==> config.mk <==
export PLATFORM = sky130hd
export DESIGN_NAME = cfo_nco
export DESIGN_NICKNAME = d
export VERILOG_FILES = /design/src/rtl/cfo_nco.sv
export SDC_FILE = /design/constraint.sdc
export NUM_CORES = 1
export LEC_CHECK = 0
export CORE_MARGIN = 4
export CORE_UTILIZATION = 54
export DETAILED_ROUTE_END_ITERATION = 10
export HOLD_SLACK_MARGIN = 0.1
export PLACE_DENSITY = 0.87
export RECOVER_POWER = 100
export SLEW_MARGIN = 20
export SYNTH_ARGS = -nofsm -noshare
export SYNTH_HDL_FRONTEND = slang
export SYNTH_SLANG_ARGS = --single-unit
==> constraint.sdc <==
create_clock -name clk -period 4.4 [get_ports clk]
set_input_delay 0.44 -clock clk [delete_from_list [all_inputs] [get_ports clk]]
set_output_delay 0.44 -clock clk [all_outputs]
set_load 0.02 [all_outputs]
==> src/rtl/cfo_nco.sv <==
// cfo_nco: frame-atomic phase generator and sample aligner feeding the CFO
// rotator. Each valid two-antenna sample leaves one cycle later together with
// its compensation phase; the phase slope only changes at a frame boundary.
module cfo_nco #(
  parameter int DATA_W  = 16,
  parameter int PHASE_W = 16,
  parameter int FREQ_W  = 20
) (
  input  logic                      clk,
  input  logic                      rst_n,
  input  logic                      freq_valid,
  input  logic signed [FREQ_W-1:0]  freq_word,
  input  logic                      nco_clear,
  input  logic                      in_valid,
  input  logic                      frame_start,
  input  logic signed [DATA_W-1:0]  in1_re,
  input  logic signed [DATA_W-1:0]  in1_im,
  input  logic signed [DATA_W-1:0]  in2_re,
  input  logic signed [DATA_W-1:0]  in2_im,
  output logic                      out_valid,
  output logic signed [DATA_W-1:0]  out1_re,
  output logic signed [DATA_W-1:0]  out1_im,
  output logic signed [DATA_W-1:0]  out2_re,
  output logic signed [DATA_W-1:0]  out2_im,
  output logic signed [PHASE_W-1:0] phase_out,
  output logic                      locked
);

  typedef enum logic [0:0] {
    IDLE = 1'b0,
    RUN  = 1'b1
  } state_t;

  state_t            state;
  logic [FREQ_W-1:0] acc;
  logic [FREQ_W-1:0] freq_reg;
  logic [FREQ_W-1:0] pend_word;
  logic              pend_flag;
  logic [FREQ_W-1:0] f_eff;

  // Increment adopted at a frame boundary: a coincident estimate bypasses the
  // pending register, otherwise the pending one wins over the active one.
  always_comb begin
    f_eff = freq_reg;
    if (freq_valid) begin
      f_eff = freq_word;
    end else if (pend_flag) begin
      f_eff = pend_word;
    end
  end

  // Control state, accumulator and registered output bus.
  always_ff @(posedge clk or negedge rst_n) begin
    if (!rst_n) begin
      state     <= IDLE;
      locked    <= 1'b0;
      acc       <= '0;
      freq_reg  <= '0;
      pend_word <= '0;
      pend_flag <= 1'b0;
      out_valid <= 1'b0;
      out1_re   <= '0;
      out1_im   <= '0;
      out2_re   <= '0;
      out2_im   <= '0;
      phase_out <= '0;
    end else begin
      out_valid <= in_valid;
      if (in_valid) begin
        out1_re <= in1_re;
        out1_im <= in1_im;
        out2_re <= in2_re;
        out2_im <= in2_im;
      end

      if (nco_clear) begin
        // The sample of the clearing cycle still carries the running phase.
        if (in_valid) begin
          phase_out <= acc[FREQ_W-1 -: PHASE_W];
        end
        state     <= IDLE;
        locked    <= 1'b0;
        acc       <= '0;
        freq_reg  <= '0;
        pend_flag <= 1'b0;
      end else begin
        case (state)
          IDLE: begin
            if (in_valid) begin
              phase_out <= '0;
            end
            if (freq_valid) begin
              state     <= RUN;
              locked    <= 1'b1;
              freq_reg  <= freq_word;
              pend_flag <= 1'b0;
              // A coinciding frame start opens the frame at phase 0, so the
              // accumulator is already one step ahead for sample 1.
              acc       <= (in_valid && frame_start) ? freq_word : '0;
            end
          end

          RUN: begin
            if (in_valid && frame_start) begin
              phase_out <= '0;
              freq_reg  <= f_eff;
              acc       <= f_eff;
              pend_flag <= 1'b0;
            end else begin
              if (in_valid) begin
                phase_out <= acc[FREQ_W-1 -: PHASE_W];
                acc       <= acc + freq_reg;
              end
              if (freq_valid) begin
                pend_word <= freq_word;
                pend_flag <= 1'b1;
              end
            end
          end

          default: begin
            state  <= IDLE;
            locked <= 1'b0;
          end
        endcase
      end
    end
  end

endmodule

Word-level counts from Yosys, hierarchy flattened
Cells that the tools add are included.
Storage, ports and cells
  register bits after elaboration: 144
  logic and storage cells: 56
Cells by class
  reductions and logical operators: 7
  muxes and demuxes: 27
  bitwise logic cells: 3
  eq/ne operators: 6
  add/subtract/negate cells: 1
Operators by type and width (number)
  2-to-1 mux 20 bit: 10
  one-hot mux 20 bit (2 select lines): 2
  2-to-1 mux 16 bit: 4
  one-hot mux 16 bit (2 select lines): 1
  adder 20 bit: 1
  2-to-1 mux 1 bit: 9
  inequality test 4 x 3 -> 1 bit (second input constant): 2
  AND reduction 2 bit: 4
  inequality test 3 bit (second input constant): 2
  AND reduction 4 bit: 1
  inequality test 3 x 2 -> 1 bit (second input constant): 1
  NOT 1 bit: 3
  inequality test 2 bit (second input constant): 1
  one-hot mux 1 bit (2 select lines): 1
  nonzero test 2 bit: 1
  logical AND 1 bit: 1

Depth between registers and ports, before layout
  depth after elaboration: 5
  depth in mapped cells: 9
  gate-level depth less buffers: 9

Worst setup path after synthesis
OpenSTA, ideal clock, no wires.
  kind: flip-flop to flip-flop
  start point: reg acc[6]
  end point: reg acc[17]
  stages on the path, launching flop included: 7
  required time: 4.280 ns
  setup slack: 2.309 ns
  setup time: 0.120 ns
  buffers on the path: 0
  data arrival time: 1.971 ns
  cells stage by stage: dfrtp_1 > ha_1 > a21o_1 > a31oi_1 > a2111oi_4 > or3_1 > a31o_1
Between the ends
  cells in the longest elaborated chain, start to end: 5
RTL lines
  start: declaration: line 35  | logic [FREQ_W-1:0] acc;
  start signal: assignment: line 99  | acc <= (in_valid && frame_start) ? freq_word : '0;
  start signal: assignment: line 112  | acc <= acc + freq_reg;
  adder 20 bit: line 112
  2-to-1 mux 20 bit: line 110  | if (in_valid) begin
  2-to-1 mux 20 bit: line 104  | if (in_valid && frame_start) begin
  one-hot mux 20 bit (2 select lines): line 87  | case (state)
  2-to-1 mux 20 bit: line 76  | if (nco_clear) begin
Every way passes these cells. The select of a mux whose other input is x is not followed.
A chain may end at the register's enable or synchronous reset.

Worst setup path after layout
  start point: in in_valid
  end point: reg pend_word[8]
Between the ends
  cells in the longest elaborated chain, start to end: 3
RTL lines
  start: declaration: line 14  | input logic in_valid,
  logical AND 1 bit: line 104
  NOT 1 bit (no line)
  AND reduction 4 bit (no line)
  end signal: assignment: line 115  | pend_word <= freq_word;
  end: declaration: line 37  | logic [FREQ_W-1:0] pend_word;
Every way passes these cells.

==> impl_metrics.tcl <==
set metrics [dict create \
    dpl_cell_area_um2 8980 \
    dp.cells 973 \
    synthMuxAreaShare_pct 17.8 \
    area_growth_syn_to_layout_pct 33.6 \
    gp_congestion 0.951 \
    tightest_slew_ns 2.73 \
    ys.flop_type "dfrtp_1" \
    synth_common_cells "dfrtp_1 (144), mux2_2 (87), nand2_1 (74)" \
    r2r_slack_ns 1.60 \
    cp_cell_sequence "clkbuf_1, nand2_1, clkbuf_1, nand4b_1, clkbuf_1, mux2_2" \
    yosysMostFrequentCell "dfrtp_1" \
    r2r_end "acc[18]" \
    yosysUniqueCellTypes 50 \
    worst_setup_path_start_kind "input port" \
    synthTopCellsByArea "dfrtp_1 (51%), mux2_2 (14%), o21ai_0 (4.9%), mux2i_1 (4.1%), nand2_1 (3.9%)" \
    async_flop_share_pct 100 \
    nets 930 \
    p_leak_nw 4.12 \
    startpoint "in_valid" \
    routed_wl_um 20100 \
    min_period_ns 3.39 \
    syn_area_um2 7130 \
    highest_layer "met4" \
    crit_path_end_kind "flip-flop" \
    synthCells 659 \
    wl_met1_um 7490 \
    avgViaCountPerCell 5.81 \
    path_class "in -> reg" \
    reg2reg_from "state" \
    dieArea_um2 15100 \
    port_buffers 171 \
    rsz0062_at_grt "no" \
    peakVddDrop_mv 0.418 \
    synthSimpleGateAreaFrac_pct 9.38 \
    grt_max_degree 111 \
    fillers 815 \
    cp.arrival_ns 3.69 \
    ys_seq_area_share_pct 50.5 \
    ant_nets 0 \
    hold_viol 0 \
    ys_ff_latch 144 \
    start_util_pct 55.9 \
    route.met3.wl_um 2060 \
    setup_tns_ns 0 \
    clockBufferDepth 2 \
    layout.cells.non_filler 1004 \
    first_global_vias 6445 \
    die_w_um 123 \
    clk_latency_ns 0.42 \
    drive_above_1_share_pct 15.0 \
    dieHeight_um 123 \
    r2r_cells 5 \
    synth-compound-area-share_pct 13.8 \
    synth_area_leader_cell "dfrtp_1" \
    stdcell_area_um2 9530 \
    tritoncts.num_buffers 17 \
    power_density_nw_per_um2 383 \
    grt_antenna_before_repair 0 \
    required_ns 4.70 \
    grt_pass1_wl_um 32700 \
    slowest_stage "clkbuf_1" \
    setup_violations 0 \
    cts_tree "built" \
    synth_top_family_by_area "multiplexers" \
    status "complete, but fails checks" \
    overflow 0 \
    dp.final_hpwl_um 14100 \
    htreeDepth 4 \
    cts_setup_buffers 0 \
    total_power_mw 3.65 \
    failed_checks "DRC, capacitance limit, slew limit" \
    io_pins 172 \
    fmax_mhz 295 \
    ys_warn_count 0 \
    core_area_um2 12800 \
    syn-num-nets 769 \
    cts.sinks 144 \
    synth_area_per_cell_um2 10.8 \
    synth_adder_area_share_pct 3.61 \
    detail_route.iter0.violations 448 \
    wire_per_inst_um 20.1 \
    hp-class "reg -> reg" \
    relSlewSlack_pct -82.0 \
    path_clk_slew_ns 0.06 \
    met2_length_um 10100 \
    drc 1 \
    crit_top_cell "clkbuf_1" \
    ctsResizeCount 0 \
    path_max_fanout 23 \
    slew_viol_final 111 \
    drv_cap 1 \
    finalCritPeriodShare_pct 77.0 \
    firstDrtPassIters 9 \
    vias 5838 \
    root_buffer "clkbuf_16" \
    synth-xor-area-share_pct 1.47 \
    skew_ns 0.00776 \
    slowest_delay_ns 1.08 \
    cts-hold-fix-buffers 0 \
    endpoint "pend_word[8]" \
    synth_edf_count 0 \
    track_usage_pct 28.2 \
    rows 41 \
    n_antenna_cell 0 \
    synth_top_area_share_pct 50.5 \
]
worst max-delay path, delay by kind of cell:
family        cells  cell delay [ns]
buf+inv           3             2.08
mux               1             0.43
simple gates      2             0.72
metrics by stage:
| stage | utilization, % | hold slack, ns | worst slack, ns |
|---|---|---|---|
| after floorplan | - | 0.144 | 2.31 |
| after global placement | 70.3 | 0.468 | 1.48 |
| after detailed placement | 70.3 | 0.488 | 1.44 |
| after CTS | 74.8 | 0.207 | 1.68 |
| after global routing | 74.6 | 0.507 | 0.835 |
| final | 74.6 | 0.496 | 1.01 |
kinds of logic (layout without fill, tap and decap cells):
group,after synthesis,after routing
and+or+nand+nor,147,147
buffers and inverters,63,236
adders and majority gates,20,20
muxes,116,116
xor gates and xnor gates,12,12
AOI/OAI and AO/OA,157,157
DFF,144,144
how the worst min path moves through the flow:
| stage | from | to | slack (ns) | cells past startpoint |
|---|---|---|---|---|
| floorplan | rst_n | acc[0] | 0.14 | 0 |
| global placement | pend_word[10] | pend_word[10] | 0.47 | 2 |
| detailed placement | pend_word[10] | pend_word[10] | 0.49 | 2 |
| CTS | rst_n | pend_word[14] | 0.21 | 1 |
| global route | pend_word[19] | pend_word[19] | 0.51 | 1 |
| finish | pend_word[10] | pend_word[10] | 0.50 | 2 |
layer usage:
layer / track usage (%) / up-vias
met5: 0 / -
met4: 11.8 / 0
met3: 10.9 / 49
met2: 47.8 / 290
met1: 31.8 / 2840
li1: - / 2659
placed cells by master (no fill, tap or decap), types with 6 or more instances in the layout:
| cell type | n |
|---|---|
| o221ai_1 | 6 |
| a22o_1 | 7 |
| mux2_2 | 85 |
| o21ai_0 | 70 |
| inv_1 | 26 |
| nand2b_1 | 14 |
| dlygate4sd3_1 | 82 |
| nand2_1 | 74 |
| a21o_1 | 7 |
| a21oi_1 | 29 |
| xnor2_1 | 8 |
| nor2_1 | 30 |
| clkbuf_1 | 7 |
| mux2i_1 | 29 |
| clkdlybuf4s50_1 | 87 |
| dfrtp_1 | 144 |
| clkbuf_16 | 17 |
| ha_1 | 19 |
report_power, final:
part,internal (mW),total (mW),switching (mW)
registers,1.46,1.56,0.0930
clock network,0.860,1.41,0.546
logic,0.329,0.686,0.357
total,2.65,3.65,0.996
layout make-up:
class | instances | area, um2 | share of cell area [%]
Inverter | 26 | 97.6 | 1.02
Multi-Input combinational cell | 452 | 3290 | 34.6
Sequential cell | 144 | 3600 | 37.8
Clock buffer | 22 | 464 | 4.87
Timing Repair Buffer | 179 | 1750 | 18.3
Tap cell | 172 | 215 | 2.26
Clock inverter | 9 | 110 | 1.16
Power figures use the tool's default switching activity.
